File: src/rtl/stack_writer.sv
// stack_writer: memory write sequencer for the 6502 core.
// Takes one request from execute: a single-byte STORE or a 1-3 byte stack
// push (PUSH1, PUSH_PC, PUSH_INT). It then emits one memory write per cycle
// and reports each stack pointer decrement to the register file.
// Optional feature macro: STACK_WRITER_UNDERFLOW_EN adds a stack_err output.
// stack_err pulses with done when a push in the sequence wrapped the SP.
module stack_writer #(
  parameter int REG_WIDTH  = 8,
  parameter int ADDR_WIDTH = 16,
  parameter logic [ADDR_WIDTH-REG_WIDTH-1:0] STACK_PAGE = 8'h01
) (
  input  logic                  clk,
  input  logic                  reset_n,
  input  logic                  start,
  input  logic [1:0]            mode,
  input  logic [ADDR_WIDTH-1:0] addr_in,
  input  logic [REG_WIDTH-1:0]  data_in,
  input  logic [ADDR_WIDTH-1:0] pc_in,
  input  logic [REG_WIDTH-1:0]  p_in,
  input  logic                  brk,
  input  logic [REG_WIDTH-1:0]  sp_in,
  output logic [ADDR_WIDTH-1:0] addr_out,
  output logic [REG_WIDTH-1:0]  data_out,
  output logic                  we_mem,
  output logic [REG_WIDTH-1:0]  sp_out,
  output logic                  we_sp,
  output logic                  busy,
  output logic                  done
`ifdef STACK_WRITER_UNDERFLOW_EN
  ,
  output logic                  stack_err
`endif
);

  typedef enum logic [1:0] {IDLE, W0, W1, W2} state_t;

  localparam logic [1:0] MODE_STORE    = 2'b00;
  localparam logic [1:0] MODE_PUSH1    = 2'b01;
  localparam logic [1:0] MODE_PUSH_PC  = 2'b10;
  localparam logic [1:0] MODE_PUSH_INT = 2'b11;
  localparam logic [REG_WIDTH-1:0] SP_ONE = REG_WIDTH'(1);

  state_t                state_q, state_d;
  logic [1:0]            mode_q, mode_d;
  logic [ADDR_WIDTH-1:0] addr_r_q, addr_r_d;
  logic [REG_WIDTH-1:0]  data_r_q, data_r_d;
  logic [ADDR_WIDTH-1:0] pc_r_q, pc_r_d;
  logic [REG_WIDTH-1:0]  p_r_q, p_r_d;
  logic [REG_WIDTH-1:0]  sp_r_q, sp_r_d;
  logic [ADDR_WIDTH-1:0] addr_out_q, addr_out_d;
  logic [REG_WIDTH-1:0]  data_out_q, data_out_d;
  logic [REG_WIDTH-1:0]  sp_out_q, sp_out_d;
  logic                  we_mem_q, we_mem_d;
  logic                  we_sp_q, we_sp_d;
  logic                  busy_q, busy_d;
  logic                  done_q, done_d;
`ifdef STACK_WRITER_UNDERFLOW_EN
  logic                  wrap_q, wrap_d;
  logic                  err_q, err_d;
`endif

  // Working copies: in IDLE the first byte comes straight from the inputs
  // so it can be registered on the accept edge; afterwards from the latches.
  logic [1:0]            cur_mode;
  logic [ADDR_WIDTH-1:0] cur_addr;
  logic [REG_WIDTH-1:0]  cur_data;
  logic [ADDR_WIDTH-1:0] cur_pc;
  logic [REG_WIDTH-1:0]  cur_p;
  logic [REG_WIDTH-1:0]  cur_sp;
  logic [REG_WIDTH-1:0]  p_mod;
  logic [1:0]            last_idx;
  logic [1:0]            idx;
  logic                  emit;

  // Next-state, byte selection and registered output values.
  always_comb begin
    state_d    = state_q;
    mode_d     = mode_q;
    addr_r_d   = addr_r_q;
    data_r_d   = data_r_q;
    pc_r_d     = pc_r_q;
    p_r_d      = p_r_q;
    sp_r_d     = sp_r_q;
    addr_out_d = addr_out_q;
    data_out_d = data_out_q;
    sp_out_d   = sp_out_q;
    we_mem_d   = 1'b0;
    we_sp_d    = 1'b0;
    busy_d     = 1'b0;
    done_d     = 1'b0;
`ifdef STACK_WRITER_UNDERFLOW_EN
    wrap_d     = wrap_q;
    err_d      = 1'b0;
`endif
    emit       = 1'b0;
    idx        = 2'd0;

    p_mod    = p_in;
    p_mod[5] = 1'b1;
    p_mod[4] = brk;

    if (state_q == IDLE) begin
      cur_mode = mode;
      cur_addr = addr_in;
      cur_data = data_in;
      cur_pc   = pc_in;
      cur_p    = p_mod;
      cur_sp   = sp_in;
    end else begin
      cur_mode = mode_q;
      cur_addr = addr_r_q;
      cur_data = data_r_q;
      cur_pc   = pc_r_q;
      cur_p    = p_r_q;
      cur_sp   = sp_r_q;
    end

    case (cur_mode)
      MODE_PUSH_PC:  last_idx = 2'd1;
      MODE_PUSH_INT: last_idx = 2'd2;
      default:       last_idx = 2'd0;
    endcase

    case (state_q)
      IDLE: begin
        if (start) begin
          mode_d   = mode;
          addr_r_d = addr_in;
          data_r_d = data_in;
          pc_r_d   = pc_in;
          p_r_d    = p_mod;
          sp_r_d   = sp_in;
`ifdef STACK_WRITER_UNDERFLOW_EN
          wrap_d   = 1'b0;
`endif
          emit     = 1'b1;
          idx      = 2'd0;
          state_d  = W0;
        end
      end
      W0: begin
        if (last_idx > 2'd0) begin
          emit    = 1'b1;
          idx     = 2'd1;
          state_d = W1;
        end else begin
          state_d = IDLE;
        end
      end
      W1: begin
        if (last_idx > 2'd1) begin
          emit    = 1'b1;
          idx     = 2'd2;
          state_d = W2;
        end else begin
          state_d = IDLE;
        end
      end
      W2:      state_d = IDLE;
      default: state_d = IDLE;
    endcase

    if (emit) begin
      we_mem_d = 1'b1;
      busy_d   = 1'b1;
      done_d   = (idx == last_idx);
      case (cur_mode)
        MODE_STORE, MODE_PUSH1: data_out_d = cur_data;
        MODE_PUSH_PC:  data_out_d = (idx == 2'd0) ? cur_pc[ADDR_WIDTH-1 -: REG_WIDTH]
                                                  : cur_pc[REG_WIDTH-1:0];
        MODE_PUSH_INT: data_out_d = (idx == 2'd0) ? cur_pc[ADDR_WIDTH-1 -: REG_WIDTH]
                                  : (idx == 2'd1) ? cur_pc[REG_WIDTH-1:0] : cur_p;
        default:       data_out_d = cur_data;
      endcase
      if (cur_mode == MODE_STORE) begin
        addr_out_d = cur_addr;
      end else begin
        addr_out_d = {STACK_PAGE, cur_sp};
        sp_out_d   = cur_sp - SP_ONE;
        sp_r_d     = cur_sp - SP_ONE;
        we_sp_d    = 1'b1;
      end
`ifdef STACK_WRITER_UNDERFLOW_EN
      if ((cur_mode != MODE_STORE) && (cur_sp == '0)) begin
        wrap_d = 1'b1;
      end
      err_d = done_d & wrap_d;
`endif
    end
  end

  // State, request latches and output registers with synchronous reset.
  always_ff @(posedge clk) begin
    if (!reset_n) begin
      state_q    <= IDLE;
      mode_q     <= '0;
      addr_r_q   <= '0;
      data_r_q   <= '0;
      pc_r_q     <= '0;
      p_r_q      <= '0;
      sp_r_q     <= '0;
      addr_out_q <= '0;
      data_out_q <= '0;
      sp_out_q   <= '0;
      we_mem_q   <= 1'b0;
      we_sp_q    <= 1'b0;
      busy_q     <= 1'b0;
      done_q     <= 1'b0;
`ifdef STACK_WRITER_UNDERFLOW_EN
      wrap_q     <= 1'b0;
      err_q      <= 1'b0;
`endif
    end else begin
      state_q    <= state_d;
      mode_q     <= mode_d;
      addr_r_q   <= addr_r_d;
      data_r_q   <= data_r_d;
      pc_r_q     <= pc_r_d;
      p_r_q      <= p_r_d;
      sp_r_q     <= sp_r_d;
      addr_out_q <= addr_out_d;
      data_out_q <= data_out_d;
      sp_out_q   <= sp_out_d;
      we_mem_q   <= we_mem_d;
      we_sp_q    <= we_sp_d;
      busy_q     <= busy_d;
      done_q     <= done_d;
`ifdef STACK_WRITER_UNDERFLOW_EN
      wrap_q     <= wrap_d;
      err_q      <= err_d;
`endif
    end
  end

  assign addr_out = addr_out_q;
  assign data_out = data_out_q;
  assign sp_out   = sp_out_q;
  assign we_mem   = we_mem_q;
  assign we_sp    = we_sp_q;
  assign busy     = busy_q;
  assign done     = done_q;
`ifdef STACK_WRITER_UNDERFLOW_EN
  assign stack_err = err_q;
`endif

endmodule

File: config.mk
export PLATFORM = sky130hd
export DESIGN_NAME = stack_writer
export DESIGN_NICKNAME = d
export VERILOG_FILES = /design/src/rtl/stack_writer.sv
export SDC_FILE = /design/constraint.sdc
export NUM_CORES = 1
export LEC_CHECK = 0
export CAP_MARGIN = 20
export CORE_UTILIZATION = 38
export CTS_BUF_LIST = sky130_fd_sc_hd__clkbuf_4 sky130_fd_sc_hd__clkbuf_8
export CTS_CLUSTER_DIAMETER = 40
export DETAILED_ROUTE_END_ITERATION = 6
export PLACE_DENSITY = 0.67
export SETUP_SLACK_MARGIN = 0.3
export SYNTH_ARGS = -nofsm -noshare
export SYNTH_HDL_FRONTEND = slang
export SYNTH_SLANG_ARGS = --single-unit
File: constraint.sdc
create_clock -name clk -period 7.7 [get_ports clk]
set_clock_uncertainty 0.15 [all_clocks]
set_input_delay 1.925 -clock clk [delete_from_list [all_inputs] [get_ports clk]]
set_output_delay 1.925 -clock clk [all_outputs]
set_load 0.01 [all_outputs]
==> run summary <==
Crit. End Element: flip-flop
Final hold viol count: 0
R2R Setup Slk: 3.97 ns
Sequential cell area fraction in the yosys report: 38.2%
Net Count, Synth: 654
Vias post-DR: 4405
Routed vias/inst: 5.34
Std cell rows: 41
Area Overhead vs Synth: 23.8%
Initial core utilization: 39.3%
Start of the worst register-to-register path: state_q[0]
Slew headroom: 43.0%
First-pass GRT wire length: 21.1 mm
Yosys cell types: 55
# IOs: 98
Fin nets: 715
Synthesized area per cell: 8.48 sq um
Detail Placement HPWL: 8.75 mm
Setup Crit Path Kind: in2reg
Startpoint Class: primary input
Cell Pwr Density: 198 nW/um^2
GRT Total Usage: 20.1%
Async S/R FF share, synth: 0%
Worst hold stages: 2
Post-CTS setup buffer count: 0
Reg2reg path depth: 8
Die X-Extent: 116 um
Syn Inst Count: 587
YS warnings: 0
Status: finished clean
Final min period: 4.22 ns
Worst VDD drop: 0.109 mV
# port buffers: 95
Setup violations, final: 0
CTS H-tree lvls: 3
CTS root buf: clkbuf_8
Die footprint: 13600 sq um
CTS tree: yes
Leakage: 2.39 nW
Unrepaired setup endpoints after global routing: no
Finished Core Util: 48.6%
Antenna violations before repair: 0
Tcrit/Tclk final: 54.9%
Max Root-Sink Buffers: 2
Synthesized cell area: 4980 sq um
Final GP Congestion: 0.798
Crit path max fanout: 28
Layout cells sized above 1: 7.20%
Critical Path AT: 4.41 ns
Post-route DRC: 0
Number of global-route vias before repair: 4258
Max Cap Viol: 0
R2r endpoint: addr_out[15]
CTS sink cnt: 95
Initial DRC Count: 293
CP required: 7.88 ns
Routed WL per cell: 15.9 um
Tightest Pin Transition: 0.855 ns
Max-slew violations: 0
GRT overflow: 0
Post-CTS sizing: 0
Final wirelength: 13.2 mm
Core box area: 12700 sq um
Pre-antenna DRT Iters: 5
Number of enable flip-flop cells after synthesis: 0
Min-delay src: sp_out[5]
Clk slew on worst S/H paths: 0.10 ns
Clk Latency, worst-skew pair: 0.39 ns
Die H: 116 um
Fmax: 0.237 GHz
Ant diodes: 0
Hold EP: sp_out[5]
CTS Buf Count: 9
Largest net degree at the start of global routing: 90
Antenna Nets Post-Route: 0
Hold-fix buffers, CTS: 0
Hold Crit Class: reg2reg
Setup TNS: 0 ns
Main flop type after synthesis: dfxtp_1
#FFs+latches synth: 95
==> state kept, by name, summed over array words and instances (netlist names), 2 cells and up <==
register	flops
state_q	2
sp_out	8
mode_q	2
sp_r_q	8
pc_r_q	16
data_out	8
addr_out	16
data_r_q	8
addr_r_q	16
p_r_q	8
==> placed cells by master (no fill, tap or decap), drive strengths merged, types with 2 or more instances in the layout <==
master	instances
nand2	146
dfxtp	95
clkdlybuf4s50	94
a21boi	59
o21ai	32
mux2i	29
a31oi	18
nor2	14
nor3b	11
clkbuf	11
mux2	10
a21oi	10
inv	9
nor2b	8
nand3	8
a22o	7
nor3	6
o2bb2ai	6
a211o	6
a211oi	6
and2	6
mux4	5
o211a	5
ha	5
buf	5
o211ai	4
a21o	3
a221oi	3
xnor2	3
xor2	3
clkinv	3
nand2b	2
o21a	2
o221a	2
o22ai	2
nand4b	2
==> area by class of cell <==
cell class	instances	area, sq um
Fill cell	1246	6510
Clock buffer	11	151
Inverter	9	33.8
Clock inverter	5	56.3
Sequential cell	95	1900
Timing Repair Buffer	99	1000
Tap cell	172	215
Multi-Input combinational cell	434	2800
==> Yosys cell counts, types with 7 or more instances <==
cell type / n / area share [%]
o21ai_0: 32 / 3.2
a22o_1: 7 / 1.2
a21oi_1: 8 / 0.80
buf_2: 20 / 2.0
clkbuf_1: 17 / 1.3
nor2b_1: 8 / 1.0
a31oi_1: 18 / 2.3
nor3b_1: 11 / 1.7
nor2_1: 14 / 1.1
dfxtp_1: 95 / 38
a21boi_0: 56 / 8.4
nand2_1: 146 / 11
mux2i_1: 29 / 5.8
nand3_1: 8 / 0.80
inv_1: 9 / 0.68
mux2_2: 10 / 2.3
==> routing by layer <==
metal | vias up | part of all wire [%] | track usage, %
met3 | 13 | 6.4 | 5.14
met4 | 0 | 1.5 | 6.75
met5 | - | 0 | 0
met2 | 112 | 46 | 33.0
li1 | 2178 | - | -
met1 | 2102 | 46 | 25.7
==> stage by stage <==
step	std cells	instance area (sq um)	hold slack (ns)	power, mW	worst slack, ns
2_1_floorplan	587	4980	0.289	0.761	4.29
3_3_place_gp	807	5910	0.296	0.870	3.11
3_5_place_dp	809	5950	0.303	0.882	3.08
4_1_cts	825	6160	0.317	1.24	3.49
5_1_grt	825	6160	0.339	1.28	3.31
6_report	825	6160	0.312	1.22	3.48
==> worst max-delay path, cell delays in order <==
cell             delay (ns)
clkdlybuf4s50_1        0.72
nand4_1                0.24
and2_4                 0.27
a21oi_4                0.61
and3_1                 0.44
a22o_1                 0.19
==> report_power, final <==
| group | internal, mW | switching, mW |
|---|---|---|
| logic | 0.149 | 0.159 |
| registers | 0.535 | 0.0282 |
| clock network | 0.167 | 0.183 |
| total | 0.852 | 0.370 |
==> logic make-up after synthesis <==
| group | after synthesis | share of synthesized area [%] |
|---|---|---|
| compound gates | 169 | 24.4 |
| buf+inv | 58 | 5.86 |
| flops | 95 | 38.2 |
| mux | 44 | 10.4 |
| fa+ha+maj | 5 | 1.26 |
| xor+xnor | 6 | 1.06 |
| simple gates | 210 | 18.9 |
==> worst max-delay path by stage <==
stage                 start           end  slack, ns  cells after the start
floorplan           mode[1]     sp_r_q[2]       4.29                      7
global placement    mode[1]  addr_out[14]       3.11                      6
detailed placement  mode[1]  addr_out[15]       3.08                      6
CTS                 mode[1]  addr_out[15]       3.49                      6
global route        mode[1]   addr_out[9]       3.31                      6
finish              mode[1]  addr_out[15]       3.48                      6
Note: power is estimated with default switching activity, not from simulation.
